## src/rtl/lgn_pkg.sv

```systemverilog
// Shared widths and state encoding for the LGN category scorer.
package lgn_pkg;

   typedef enum logic [1:0] {
      ACCUM = 2'd0,
      SCAN  = 2'd1,
      DONE  = 2'd2
   } state_t;

   function automatic int lgn_idx_w(input int categories);
      return ($clog2(categories) < 1) ? 1 : $clog2(categories);
   endfunction

   function automatic int lgn_sum_w(input int bits_per_category);
      return $clog2(bits_per_category + 1);
   endfunction

   function automatic int lgn_beats(input int bits_per_category, input int chunk);
      return (bits_per_category + chunk - 1) / chunk;
   endfunction

endpackage

```

## src/rtl/lgn_chunk_popcount.sv

```systemverilog
// Popcount of one CHUNK-bit slice, counting only the low valid_cnt bit positions.
module lgn_chunk_popcount #(
   parameter int CHUNK = 32,
   localparam int CNT_W = $clog2(CHUNK + 1)
) (
   input  logic [CHUNK-1:0] bits,
   input  logic [CNT_W-1:0] valid_cnt,
   output logic [CNT_W-1:0] count
);

   always_comb begin
      count = '0;
      for (int i = 0; i < CHUNK; i++) begin
         if (CNT_W'(i) < valid_cnt) begin
            count = count + CNT_W'(bits[i]);
         end
      end
   end

endmodule

```

## src/rtl/lgn_category_scorer.sv

```systemverilog
// Beat-serial popcount accumulation with a sequential arg-max scan and valid/ready result.
// Optional best-minus-second margin output is built when LGN_SCORER_MARGIN_EN is defined.
module lgn_category_scorer
   import lgn_pkg::*;
#(
   parameter int CATEGORIES        = 10,
   parameter int BITS_PER_CATEGORY = 800,
   parameter int CHUNK             = 32,
   localparam int IDX_W            = lgn_idx_w(CATEGORIES),
   localparam int SUM_W            = lgn_sum_w(BITS_PER_CATEGORY)
) (
   input  logic                          clk,
   input  logic                          rst_n,
   input  logic                          clear,
   input  logic                          in_valid,
   output logic                          in_ready,
   input  logic [CATEGORIES*CHUNK-1:0]   in_bits,
   output logic                          out_valid,
   input  logic                          out_ready,
   output logic [IDX_W-1:0]              out_index,
   output logic [SUM_W-1:0]              out_value,
   output logic [SUM_W-1:0]              out_margin
);

   localparam int BEATS    = lgn_beats(BITS_PER_CATEGORY, CHUNK);
   localparam int BEAT_W   = (BEATS > 1) ? $clog2(BEATS) : 1;
   localparam int CNT_W    = $clog2(CHUNK + 1);
   localparam int LAST_CNT = BITS_PER_CATEGORY - (BEATS - 1) * CHUNK;
   localparam int K_W      = $clog2(CATEGORIES + 1);

   state_t             state_q, state_d;
   logic [BEAT_W-1:0]  beat_q;
   logic [K_W-1:0]     k_q;
   logic [SUM_W-1:0]   acc_q [CATEGORIES];
   logic [CNT_W-1:0]   pc [CATEGORIES];
   logic [CNT_W-1:0]   valid_cnt;
   logic [SUM_W-1:0]   cur;
   logic [SUM_W-1:0]   best_q;
   logic [IDX_W-1:0]   idx_q;
   logic               final_beat;
   logic               scan_end;
   logic               out_valid_q;
   logic [IDX_W-1:0]   out_index_q;
   logic [SUM_W-1:0]   out_value_q;
`ifdef LGN_SCORER_MARGIN_EN
   logic [SUM_W-1:0]   second_q;
   logic [SUM_W-1:0]   out_margin_q;
`endif

   assign final_beat = (beat_q == BEAT_W'(BEATS - 1));
   assign scan_end   = (k_q == K_W'(CATEGORIES));
   // Padding positions beyond BITS_PER_CATEGORY in the last beat never count.
   assign valid_cnt  = final_beat ? CNT_W'(LAST_CNT) : CNT_W'(CHUNK);

   for (genvar c = 0; c < CATEGORIES; c++) begin : g_pc
      lgn_chunk_popcount #(.CHUNK(CHUNK)) u_pc (
         .bits      (in_bits[c*CHUNK +: CHUNK]),
         .valid_cnt (valid_cnt),
         .count     (pc[c])
      );
   end

   always_comb begin
      cur = '0;
      for (int c = 0; c < CATEGORIES; c++) begin
         if (K_W'(c) == k_q) cur = acc_q[c];
      end
   end

   always_comb begin
      state_d = state_q;
      case (state_q)
         ACCUM:   if (in_valid && final_beat) state_d = SCAN;
         SCAN:    if (scan_end) state_d = DONE;
         DONE:    if (out_ready) state_d = ACCUM;
         default: state_d = ACCUM;
      endcase
      if (clear) state_d = ACCUM;
   end

   always_ff @(posedge clk or negedge rst_n) begin
      if (!rst_n) state_q <= ACCUM;
      else        state_q <= state_d;
   end

   always_ff @(posedge clk or negedge rst_n) begin
      if (!rst_n) begin
         beat_q      <= '0;
         k_q         <= '0;
         best_q      <= '0;
         idx_q       <= '0;
         out_valid_q <= 1'b0;
         out_index_q <= '0;
         out_value_q <= '0;
         for (int c = 0; c < CATEGORIES; c++) acc_q[c] <= '0;
`ifdef LGN_SCORER_MARGIN_EN
         second_q     <= '0;
         out_margin_q <= '0;
`endif
      end else if (clear) begin
         beat_q      <= '0;
         k_q         <= '0;
         out_valid_q <= 1'b0;
         for (int c = 0; c < CATEGORIES; c++) acc_q[c] <= '0;
      end else begin
         case (state_q)
            ACCUM: begin
               k_q <= '0;
               if (in_valid) begin
                  for (int c = 0; c < CATEGORIES; c++) acc_q[c] <= acc_q[c] + SUM_W'(pc[c]);
                  beat_q <= final_beat ? '0 : beat_q + 1'b1;
               end
            end
            SCAN: begin
               k_q <= k_q + 1'b1;
               if (k_q == '0) begin
                  best_q <= cur;
                  idx_q  <= '0;
`ifdef LGN_SCORER_MARGIN_EN
                  second_q <= '0;
`endif
               end else if (!scan_end) begin
                  // Strict compare keeps the lowest index on ties.
                  if (cur > best_q) begin
                     best_q <= cur;
                     idx_q  <= IDX_W'(k_q);
`ifdef LGN_SCORER_MARGIN_EN
                     second_q <= best_q;
                  end else if (cur > second_q) begin
                     second_q <= cur;
`endif
                  end
               end else begin
                  out_valid_q <= 1'b1;
                  out_index_q <= idx_q;
                  out_value_q <= best_q;
`ifdef LGN_SCORER_MARGIN_EN
                  out_margin_q <= best_q - second_q;
`endif
               end
            end
            DONE: begin
               if (out_ready) begin
                  out_valid_q <= 1'b0;
                  for (int c = 0; c < CATEGORIES; c++) acc_q[c] <= '0;
               end
            end
            default: ;
         endcase
      end
   end

   assign in_ready  = (state_q == ACCUM);
   assign out_valid = out_valid_q;
   assign out_index = out_index_q;
   assign out_value = out_value_q;
`ifdef LGN_SCORER_MARGIN_EN
   assign out_margin = out_margin_q;
`else
   assign out_margin = '0;
`endif

endmodule

```

## config.mk

```make
export PLATFORM = sky130hd
export DESIGN_NAME = lgn_category_scorer
export DESIGN_NICKNAME = d
export VERILOG_FILES = /design/src/rtl/lgn_pkg.sv /design/src/rtl/lgn_chunk_popcount.sv /design/src/rtl/lgn_category_scorer.sv
export SDC_FILE = /design/constraint.sdc
export NUM_CORES = 1
export LEC_CHECK = 0
export ABC_AREA = 1
export CAP_MARGIN = 20
export CORE_MARGIN = 5
export CORE_UTILIZATION = 44
export CTS_CLUSTER_DIAMETER = 100
export DETAILED_ROUTE_END_ITERATION = 10
export PLACE_DENSITY = 0.69
export SLEW_MARGIN = 20
export SYNTH_ARGS = -nofsm -noshare
export SYNTH_HDL_FRONTEND = slang
export SYNTH_SLANG_ARGS = --single-unit
```

## constraint.sdc

```tcl
create_clock -name clk -period 4.8 [get_ports clk]
set_input_delay 0.48 -clock clk [delete_from_list [all_inputs] [get_ports clk]]
set_output_delay 0.48 -clock clk [all_outputs]
set_load 0.01 [all_outputs]
```

==> results of run 1 <==
==> cell families (layout without fill, tap and decap cells) <==
family	Yosys count	count (layout)	synth area share, %
flops	140	140	19.4
compound gates	260	260	8.10
mux	5	5	0.311
other cells	1	10	0.0207
simple gates	663	663	15.5
xor+xnor	44	44	2.13
buf+inv	755	1252	16.2
fa+ha+maj	406	406	38.4
==> worst min-delay path by stage <==
stage | start | end | slack [ns] | depth (start not counted)
6_report | rst_n | beat_q[2]$_DFFE_PN0P_ | 0.14 | 1
3_3_place_gp | best_q[2]$_DFFE_PN0P_ | best_q[2]$_DFFE_PN0P_ | 0.46 | 2
4_1_cts | rst_n | beat_q[2]$_DFFE_PN0P_ | 0.17 | 1
5_1_grt | rst_n | beat_q[2]$_DFFE_PN0P_ | 0.21 | 1
2_1_floorplan | rst_n | acc_q[0]$_DFFE_PN0P_ | 0.18 | 0
3_5_place_dp | best_q[3]$_DFFE_PN0P_ | best_q[3]$_DFFE_PN0P_ | 0.46 | 2
==> cells in the final DEF, fill, tap and decap left out, types with 48 or more instances in the layout <==
master	synthesis	layout
nand3_1	91	63
nor2_1	114	95
inv_2	4	82
nand2_1	374	315
buf_6	2	68
fa_1	250	219
clkdlybuf4s50_1	0	179
buf_4	13	128
inv_1	697	618
nand2_2	5	48
ha_1	156	123
a21oi_1	101	72
dlygate4sd2_1	0	91
dfrtp_1	140	140
==> per-stage QoR <==
stage,hold WS (ns),cells,area (um^2),TNS [ns]
6_report,0.136,3312,25400,-59.82
5_1_grt,0.209,3312,25400,-75.31
4_1_cts,0.172,3307,24500,-70.03
3_5_place_dp,0.465,3233,23300,-134.68
3_3_place_gp,0.462,3233,23300,-126.52
2_1_floorplan,0.184,2283,18500,-58.29
==> final cells by class <==
type	instances	area, um^2
inverters	706	2660
well taps	532	666
fillers	3463	15300
flip-flops and latches	140	3500
repair buffers	515	4690
clock buffers	21	480
multi-input cells	1388	13200
clock inverters	10	210
==> what timing repair did <==
| action | 4_1_cts | 5_1_grt |
|---|---|---|
| endpoints found under the hold margin | 0 | 0 |
| resized for setup | 362 | 299 |
| cloned | 0 | 0 |
| pin swaps | 307 | 277 |
| buffers inserted | 52 | 26 |
| hold buffers | 0 | 0 |
| endpoints found under the setup margin | 98 | 90 |
==> sequential cells by signal (all words and copies together), names as in the netlist <==
name       cells
best_q        10
out_valid      1
out_value     10
beat_q         5
state_q        2
out_index      4
idx_q          4
k_q            4
acc_q        100
==> per-layer routing <==
layer	track usage (%)	part of all wire [%]
met1	25.5	41
met2	35.3	51
met3	3.59	5.4
met4	5.01	2.3
met5	0	0
==> out/results.txt, run 1 <==
Critical path endpoint category: flip-flop
First DRT Iteration DRCs: 856
DPL Wire Length: 37.0 mm
Worst skew pair latency: 0.43 ns
Worst-path fanout max: 3
Slew Viols, Final: 0
RR Startpoint: k_q[1]$_DFFE_PN0P_
Core area: 40700 um^2
Critical-path cell list: dlygate4sd2_1 > fa_1 > inv_1 > fa_1 > fa_1 > fa_1 > fa_1 > fa_1 > fa_2 > fa_2 > o21ai_2 > xor2_1 > ha_1 > nand2_2 > nor2_2 > nor2_1 > nor2_1 > nor2_1 > nor2_1 > nand4_1 > nor2_1 > nor2_1
Worst Hold Class: input pin to asynchronous set/reset pin
Post-synth EDFFs: 0
Max-Cap Viols: 0
Slowest-stage cell, CP: fa_1
Number of warnings issued by yosys: 0
Final hold vios: 0
CP bufs+invs: 2
Post-route clock period utilization: 122%
Syn avg cell area: 7.96 um^2
Crit path largest cell delay: 0.55 ns
CTS Buf Count: 17
Antenna violations before repair: 0
CP Depth: 22
P&R area growth vs syn: 40.5%
Vias in the first global route: 16600
Cell count of the worst reg-to-reg path: 18
Share of cells above drive strength 1: 22.6%
Pin count of the biggest net entering global routing: 61
Routed Antenna Nets: 0
Setup slack, reg-to-reg: 0.72 ns
First drt pass iteration count: 5
# IOs: 351
Required time of the critical path: 5.11 ns
GRT overflow: 0
GRT Total Usage: 20.0%
# DRC: 0
Final-report setup violation count: 90
Post-synthesis sequential area ratio: 19.4%
Netlist cell types: 48
Synth top area share: 27.7%
H-tree depth: 4
Tightest Pin Transition: 0.885 ns
FFs w/ async S/R, synth: 100%
Clk_skew: 0.0134 ns
Worst Setup SP: in_bits[172]
First-pass GRT wire length: 75.6 mm
CTS tree: yes
Reg-to-reg endpoint: best_q[4]$_DFFE_PN0P_
Top FF cell, synth: dfrtp_1
Clock sink count: 140
Die width: 213 um
Row count: 74
CP endpoint: acc_q[49]$_DFFE_PN0P_
Die Y: 213 um
Initial Utilization: 44.4%
Failing checks: negative setup slack
Routability cong.: 0.871
CTS max path bufs: 2
Worst setup margin: -1.08 ns
Relative slew slack: 40.9%
Synthesized flop and latch total: 140
CP delay by family, top: adder cells
Die Footprint: 45300 um^2
Vias: 15900
Vias per cell: 4.81
Pre-CTS setup slack: -1.79 ns
ANT cells: 0
PortBufs: 340
Area leader, netlist: fa_1
Type of the worst setup path: input pin to flip-flop
Routed WL: 46.6 mm
Synth top area cells: fa_1 (28%), dfrtp_1 (19%), inv_1 (14%)
Most frequent cells after synthesis: inv_1 (697), nand2_1 (374), fa_1 (250), ha_1 (156), dfrtp_1 (140)
Critical Path Start Type: input pin
Routed length per instance: 14.1 um
RSZ-0062 raised after global routing: yes
Mapped cell area: 18100 um^2
Clk pin slew, worst setup/hold paths: 0.06 ns
Root Driver: clkbuf_16
Final nets: 3499
Post-Synthesis Cells: 2274
Data arrival time of the critical path: 6.19 ns
Most frequent cell after synthesis: inv_1
Final core utilization: 62.4%
F_max: 170 MHz
Status: finished, violations left
Minimum clock period: 5.88 ns
Power of run 1 is not shown: default switching activity piles up to over one toggle a cycle in this logic, so the estimate is an artifact.
==> run 2, diff against run 1 <==
--- a/config.mk
+++ b/config.mk
@@ -7,11 +7,11 @@
 export LEC_CHECK = 0
 export ABC_AREA = 1
 export CAP_MARGIN = 20
-export CORE_MARGIN = 5
 export CORE_UTILIZATION = 44
 export CTS_CLUSTER_DIAMETER = 100
 export DETAILED_ROUTE_END_ITERATION = 10
-export PLACE_DENSITY = 0.69
+export DONT_BUFFER_PORTS = 1
+export PLACE_DENSITY = 0.71
 export SLEW_MARGIN = 20
 export SYNTH_ARGS = -nofsm -noshare
 export SYNTH_HDL_FRONTEND = slang
==> run 2 against run 1 <==
Net effect: the flow finishes with violations (negative hold slack, negative setup slack); sequential share of layout area rose by 2.2 points; utilization decreased by 7.8 points; clock skew decreased by 0.0024 ns; sequential cell count stayed put; via count down 8.0%; register-to-register slack better by 0.04 ns; first-iteration DRC count fell by 1.3%; non-clock buffer count decreased by 339; worst setup slack improved by 0.15 ns; routed wire length fell by 10%; global-route usage increased by 0.34 points.
==> out/results.txt, run 2 (synthesis gave the netlist of run 1 again) <==
Max layer used: met4
F_max: 175 MHz (+2.7%)
GRT Total Usage: 20.3% (+0.34 points)
First drt pass iteration count: 5 (unchanged)
Vias per cell: 4.94 (+2.7%)
Slew Viols, Final: 0 (unchanged)
Vias in the first global route: 15100 (-9.0%)
ANT cells: 0 (unchanged)
Metal-1 WL: 18.0 mm (-5.9%)
Routability cong.: 0.924 (+6.1%)
Antenna violations before repair: 0 (unchanged)
Largest Register: acc_q
Metal3 WL: 1.81 mm (-28%)
# IOs: 351 (unchanged)
Clk pin slew, worst setup/hold paths: 0.06 ns (about the same)
Failing checks: negative hold slack, negative setup slack
Clock sink count: 140 (unchanged)
Routed length per instance: 14.1 um (+0.46%)
Tightest Pin Transition: 0.827 ns (-0.0581 ns)
Type of the worst setup path: input pin to flip-flop
Hold_ws: -0.00298 ns (-0.139 ns)
Worst-path fanout max: 3 (unchanged)
Core area: 40200 um^2 (-1.4%)
Die Footprint: 41900 um^2 (-7.4%)
First DRT Iteration DRCs: 845 (-1.3%)
Max-Cap Viols: 0 (unchanged)
Critical Path Start Type: input pin
Minimum clock period: 5.72 ns (-0.154 ns)
Post-Layout Cell Count: 2967 (-10%)
DPL Wire Length: 32.6 mm (-12%)
Final hold vios: 6 (+6)
Status: finished, violations left
Placed insts: 2886 (-11%)
P&R area growth vs syn: 21.2%
GRT overflow: 0 (unchanged)
Pin count of the biggest net entering global routing: 141 (+130%)
Clk_skew: 0.0110 ns (-0.00240 ns)
Pre-CTS setup slack: -1.28 ns (+0.504 ns)
Routed Antenna Nets: 0 (unchanged)
Critical path endpoint category: flip-flop
Vias: 14700 (-8.0%)
Worst Hold Class: input pin to asynchronous set/reset pin
Routed WL: 42.0 mm (-10%)
Die width: 205 um (-3.8%)
First-pass GRT wire length: 69.1 mm (-8.5%)
Initial Utilization: 45.0% (+0.61 points)
CTS tree: yes
# DRC: 0 (unchanged)
Number of flip-flops in the largest register: 100 (unchanged)
Row count: 73 (-1.4%)
CTS Buf Count: 17 (unchanged)
Most common cell after layout, fill and taps aside: inv_1
Post-route clock period utilization: 119% (-3.2 points)
Metal2 WL: 21.1 mm (-11%)
Commonest non-fill, non-tap cells in the layout: inv_1 (662), nand2_1 (321), fa_1 (218)
Data arrival time of the critical path: 6.09 ns (-0.10 ns)
Final-report setup violation count: 90 (unchanged)
Required time of the critical path: 5.17 ns (+0.06 ns)
Worst skew pair latency: 0.44 ns (about the same)
Relative slew slack: 44.8% (+3.9 points)
FILL cells: 3599 (+3.9%)
Root Driver: clkbuf_16
Cell count of the worst reg-to-reg path: 22 (+4)
PortBufs: 0 (-100%)
Final nets: 3160 (-9.7%)
Share of cells above drive strength 1: 20.4% (-2.2 points)
Multi-input gate area: 13000 um^2 (-1.5%)
Seq. cell area: 3500 um^2 (unchanged)
H-tree depth: 4 (unchanged)
CTS max path bufs: 2 (unchanged)
Worst setup margin: -0.922 ns (+0.154 ns)
RSZ-0062 raised after global routing: yes
Die Y: 205 um (-3.8%)
run 2: worst paths after layout:
| kind | endpoint | slack (ns) | startpoint |
|---|---|---|---|
| min | acc_q[70]$_DFFE_PN0P_ | -0.003 | rst_n |
| max in group asynchronous | acc_q[43]$_DFFE_PN0P_ | 4.20 | rst_n |
| max reg2reg | best_q[9]$_DFFE_PN0P_ | 0.76 | k_q[1]$_DFFE_PN0P_ |
| min reg2reg | best_q[3]$_DFFE_PN0P_ | 0.48 | best_q[3]$_DFFE_PN0P_ |
| max | acc_q[9]$_DFFE_PN0P_ | -0.92 | in_bits[289] |
| min in group clk | k_q[0]$_DFFE_PN0P_ | 0.27 | clear |
run 2: stage by stage:
| stage | hold WS [ns] | utilization (%) | instance area [um^2] | TNS [ns] |
|---|---|---|---|---|
| global route | 0.0707 | 54.6 | 21900 | -62.65 |
| global placement | 0.196 | 49.5 | 19900 | -80.62 |
| CTS | 0.0829 | 53.1 | 21300 | -44.95 |
| finish | -0.00298 | 54.6 | 21900 | -45.41 |
| detailed placement | 0.193 | 49.5 | 19900 | -86.40 |
| floorplan | 0.184 | - | 18500 | -58.29 |
run 2: cell type report:
class                      count  share of cell area (%)
clock buffer                  18                    1.96
clock inverter                14                   0.548
inverter                     706                    12.1
multi-input combinational   1388                    59.4
sequential                   140                    16.0
tap                          525                    2.99
timing repair buffer         176                    7.05
run 2: critical path: stages:
cell and delay [ns]:
ha_4 0.24, inv_2 0.03, fa_1 0.49, fa_1 0.43, fa_1 0.53, fa_1 0.43
fa_1 0.53, fa_1 0.44, fa_2 0.38, fa_2 0.39, o21ai_2 0.16, xor2_1 0.09
ha_1 0.36, nand2_2 0.12, inv_2 0.06, nand2_2 0.05, nand2_2 0.07, nor2_1 0.04
nor2_1 0.14, nor2_1 0.08, nor2_1 0.15, nand4_1 0.13, nand2_1 0.10, nand2_1 0.05
nor2_1 0.09
run 2: routing by layer:
metal | vias to the layer above | global-route usage (%)
li1 | 7090 | -
met1 | 7117 | 26.3
met2 | 411 | 35.4
met3 | 49 | 2.43
met4 | 0 | 6.05
met5 | - | 0
run 2: what timing repair did:
action                                  CTS  global route
buffers inserted                         46            30
resized for setup                       132           132
hold buffers                              1             0
cloned                                    0             0
endpoints found under the setup margin   90            90
hold endpoints to repair                140             0
pin swaps                                81           102
Power of run 2 is left out for the same reason.
==> run 3, diff against run 2 <==
--- a/config.mk
+++ b/config.mk
@@ -7,11 +7,11 @@
 export LEC_CHECK = 0
 export ABC_AREA = 1
 export CAP_MARGIN = 20
+export CORE_ASPECT_RATIO = 1.75
 export CORE_UTILIZATION = 44
 export CTS_CLUSTER_DIAMETER = 100
 export DETAILED_ROUTE_END_ITERATION = 10
-export DONT_BUFFER_PORTS = 1
-export PLACE_DENSITY = 0.71
+export PLACE_DENSITY = 0.82
 export SLEW_MARGIN = 20
 export SYNTH_ARGS = -nofsm -noshare
 export SYNTH_HDL_FRONTEND = slang
==> run 3 against run 2 <==
Net effect: the run ends with negative setup slack left; worst hold slack improved by 0.15 ns; critical endpoint unchanged; first-iteration DRC count down 11%; utilization is 9.1 points higher.
==> out/results.txt, run 3 (synthesis gave the netlist of run 1 again) <==
Status: finished, violations left
Failing checks: negative setup slack
Worst-path fanout max: 3 (unchanged)
# IOs: 351 (unchanged)
Row count: 97 (+33%)
H-tree depth: 4 (unchanged)
Die Y: 270 um (+32%)
Routed WL: 51.9 mm (+24%)
Clk_skew: 0.00881 ns (-0.00221 ns)
Initial Utilization: 44.9% (-0.12 points)
Vias: 16700 (+14%)
Type of the worst setup path: input pin to flip-flop
Clock sink count: 140 (unchanged)
Critical Path Start Type: input pin
# DRC: 0 (unchanged)
Die width: 155 um (-24%)
Worst skew pair latency: 0.45 ns (about the same)
Minimum clock period: 5.91 ns (+0.190 ns)
CTS Buf Count: 17 (unchanged)
Number of flip-flops in the largest register: 100 (unchanged)
CTS tree: yes
Critical path endpoint category: flip-flop
Routability cong.: 0.932 (+0.89%)
P&R area growth vs syn: 41.8%
First-pass GRT wire length: 81.9 mm (+19%)
Required time of the critical path: 5.19 ns (+0.02 ns)
Die Footprint: 42000 um^2 (about the same)
RSZ-0062 raised after global routing: yes
Slew Viols, Final: 0 (unchanged)
Core area: 40300 um^2 (+0.26%)
Max-Cap Viols: 0 (unchanged)
Data arrival time of the critical path: 6.30 ns (+0.21 ns)
FILL cells: 3161 (-12%)
Pin count of the biggest net entering global routing: 78 (-45%)
Placed insts: 3240 (+12%)
Final hold vios: 0 (-6)
F_max: 169 MHz (-3.2%)
Commonest non-fill, non-tap cells in the layout: inv_1 (606), nand2_1 (309), fa_1 (214)
Worst Setup SP: in_bits[288]
Most common cell after layout, fill and taps aside: inv_1
Routed Antenna Nets: 0 (unchanged)
Largest Register: acc_q
Final-report setup violation count: 90 (unchanged)
First drt pass iteration count: 5 (unchanged)
Root Driver: clkbuf_16
Worst setup margin: -1.11 ns (-0.190 ns)
GRT overflow: 0 (unchanged)
Post-route clock period utilization: 123% (+4.0 points)
First DRT Iteration DRCs: 750 (-11%)
Routed length per instance: 15.5 um (+9.8%)
Clk pin slew, worst setup/hold paths: 0.07 ns (about the same)
PortBufs: 340 (+340)
Tightest Pin Transition: 0.972 ns (+0.145 ns)
Vias per cell: 4.99 (+1.0%)
Post-Layout Cell Count: 3345 (+13%)
GRT Total Usage: 24.5% (+4.2 points)
Final nets: 3518 (+11%)
RR Startpoint: k_q[1]$_DFFE_PN0P_
DPL Wire Length: 39.4 mm (+21%)
Relative slew slack: 35.1% (-9.7 points)
Worst Hold Class: input pin to asynchronous set/reset pin
Share of cells above drive strength 1: 24.7% (+4.3 points)
CTS max path bufs: 2 (unchanged)
Vias in the first global route: 18100 (+20%)
Antenna violations before repair: 0 (unchanged)
==> run 3: cell types whose count changed in the layout (fill, tap and decap cells not counted), sizes merged <==
cell,previous run,this run
buf,176,227
bufinv,1,3
clkbuf,18,46
clkdlybuf4s15,0,16
clkdlybuf4s50,0,179
clkinv,10,7
diode,0,1
dlygate4sd2,0,83
dlymetal6s2s,0,2
==> run 3: layout make-up <==
cell class | instances | area, um^2 | share of cell area (%)
multi-input cells | 1388 | 13300 | 52.0
repair buffers | 534 | 4880 | 19.0
flip-flops and latches | 140 | 3500 | 13.7
inverters | 706 | 2650 | 10.3
well taps | 544 | 681 | 2.65
clock buffers | 19 | 443 | 1.73
clock inverters | 13 | 165 | 0.644
diodes | 1 | 2.50 | 0.00975
==> run 3: final timing paths <==
path	to	slack [ns]	depth (start not counted)
worst min register to register	out_value[7]$_DFFE_PN0P_	0.48	2
min in group clk	out_value[7]$_DFFE_PN0P_	0.48	2
worst max register to register	best_q[4]$_DFFE_PN0P_	0.41	24
worst min-delay path	acc_q[91]$_DFFE_PN0P_	0.14	1
max in group asynchronous	best_q[3]$_DFFE_PN0P_	3.66	2
worst max-delay path	acc_q[9]$_DFFE_PN0P_	-1.11	24
==> run 3: through the flow <==
| stage | cell area (um^2) | hold slack (ns) | setup TNS, ns | util [%] | worst slack, ns |
|---|---|---|---|---|---|
| after floorplan | 18500 | 0.184 | -58.29 | - | -1.02 |
| after global placement | 23300 | 0.463 | -123.71 | 57.8 | -1.69 |
| after detailed placement | 23300 | 0.465 | -133.54 | 57.8 | -1.82 |
| after CTS | 24900 | 0.184 | -66.27 | 61.8 | -1.12 |
| after global routing | 25700 | 0.200 | -76.37 | 63.7 | -1.33 |
| final | 25700 | 0.145 | -61.41 | 63.7 | -1.11 |
==> run 3: what timing repair did <==
action / in CTS / in global routing
resized for setup: 476 / 270
pin swaps: 305 / 277
setup buffers: 77 / 33
setup endpoints to repair: 97 / 90
hold buffers: 0 / 0
==> run 3: critical path: stages <==
cell	delay [ns]
buf_6	0.10
ha_4	0.25
inv_2	0.03
fa_1	0.49
fa_1	0.45
fa_2	0.60
fa_1	0.44
fa_1	0.53
fa_1	0.43
fa_2	0.36
fa_2	0.38
o21ai_2	0.17
xor2_1	0.08
ha_1	0.37
nand2_2	0.09
nor2_2	0.21
nor2_1	0.09
nor2_1	0.19
nor2_2	0.07
nor2_2	0.13
nand4_1	0.11
nand2_1	0.08
nand2_1	0.05
nor2_1	0.10
==> run 3: layer usage <==
metal	routed length, um	track usage (%)	vias to the layer above
met5	0	0	-
met4	3380	15.6	0
met3	2310	3.53	213
met2	29500	48.3	644
met1	16800	23.1	8038
li1	-	-	7811
Power of run 3 is left out for the same reason.
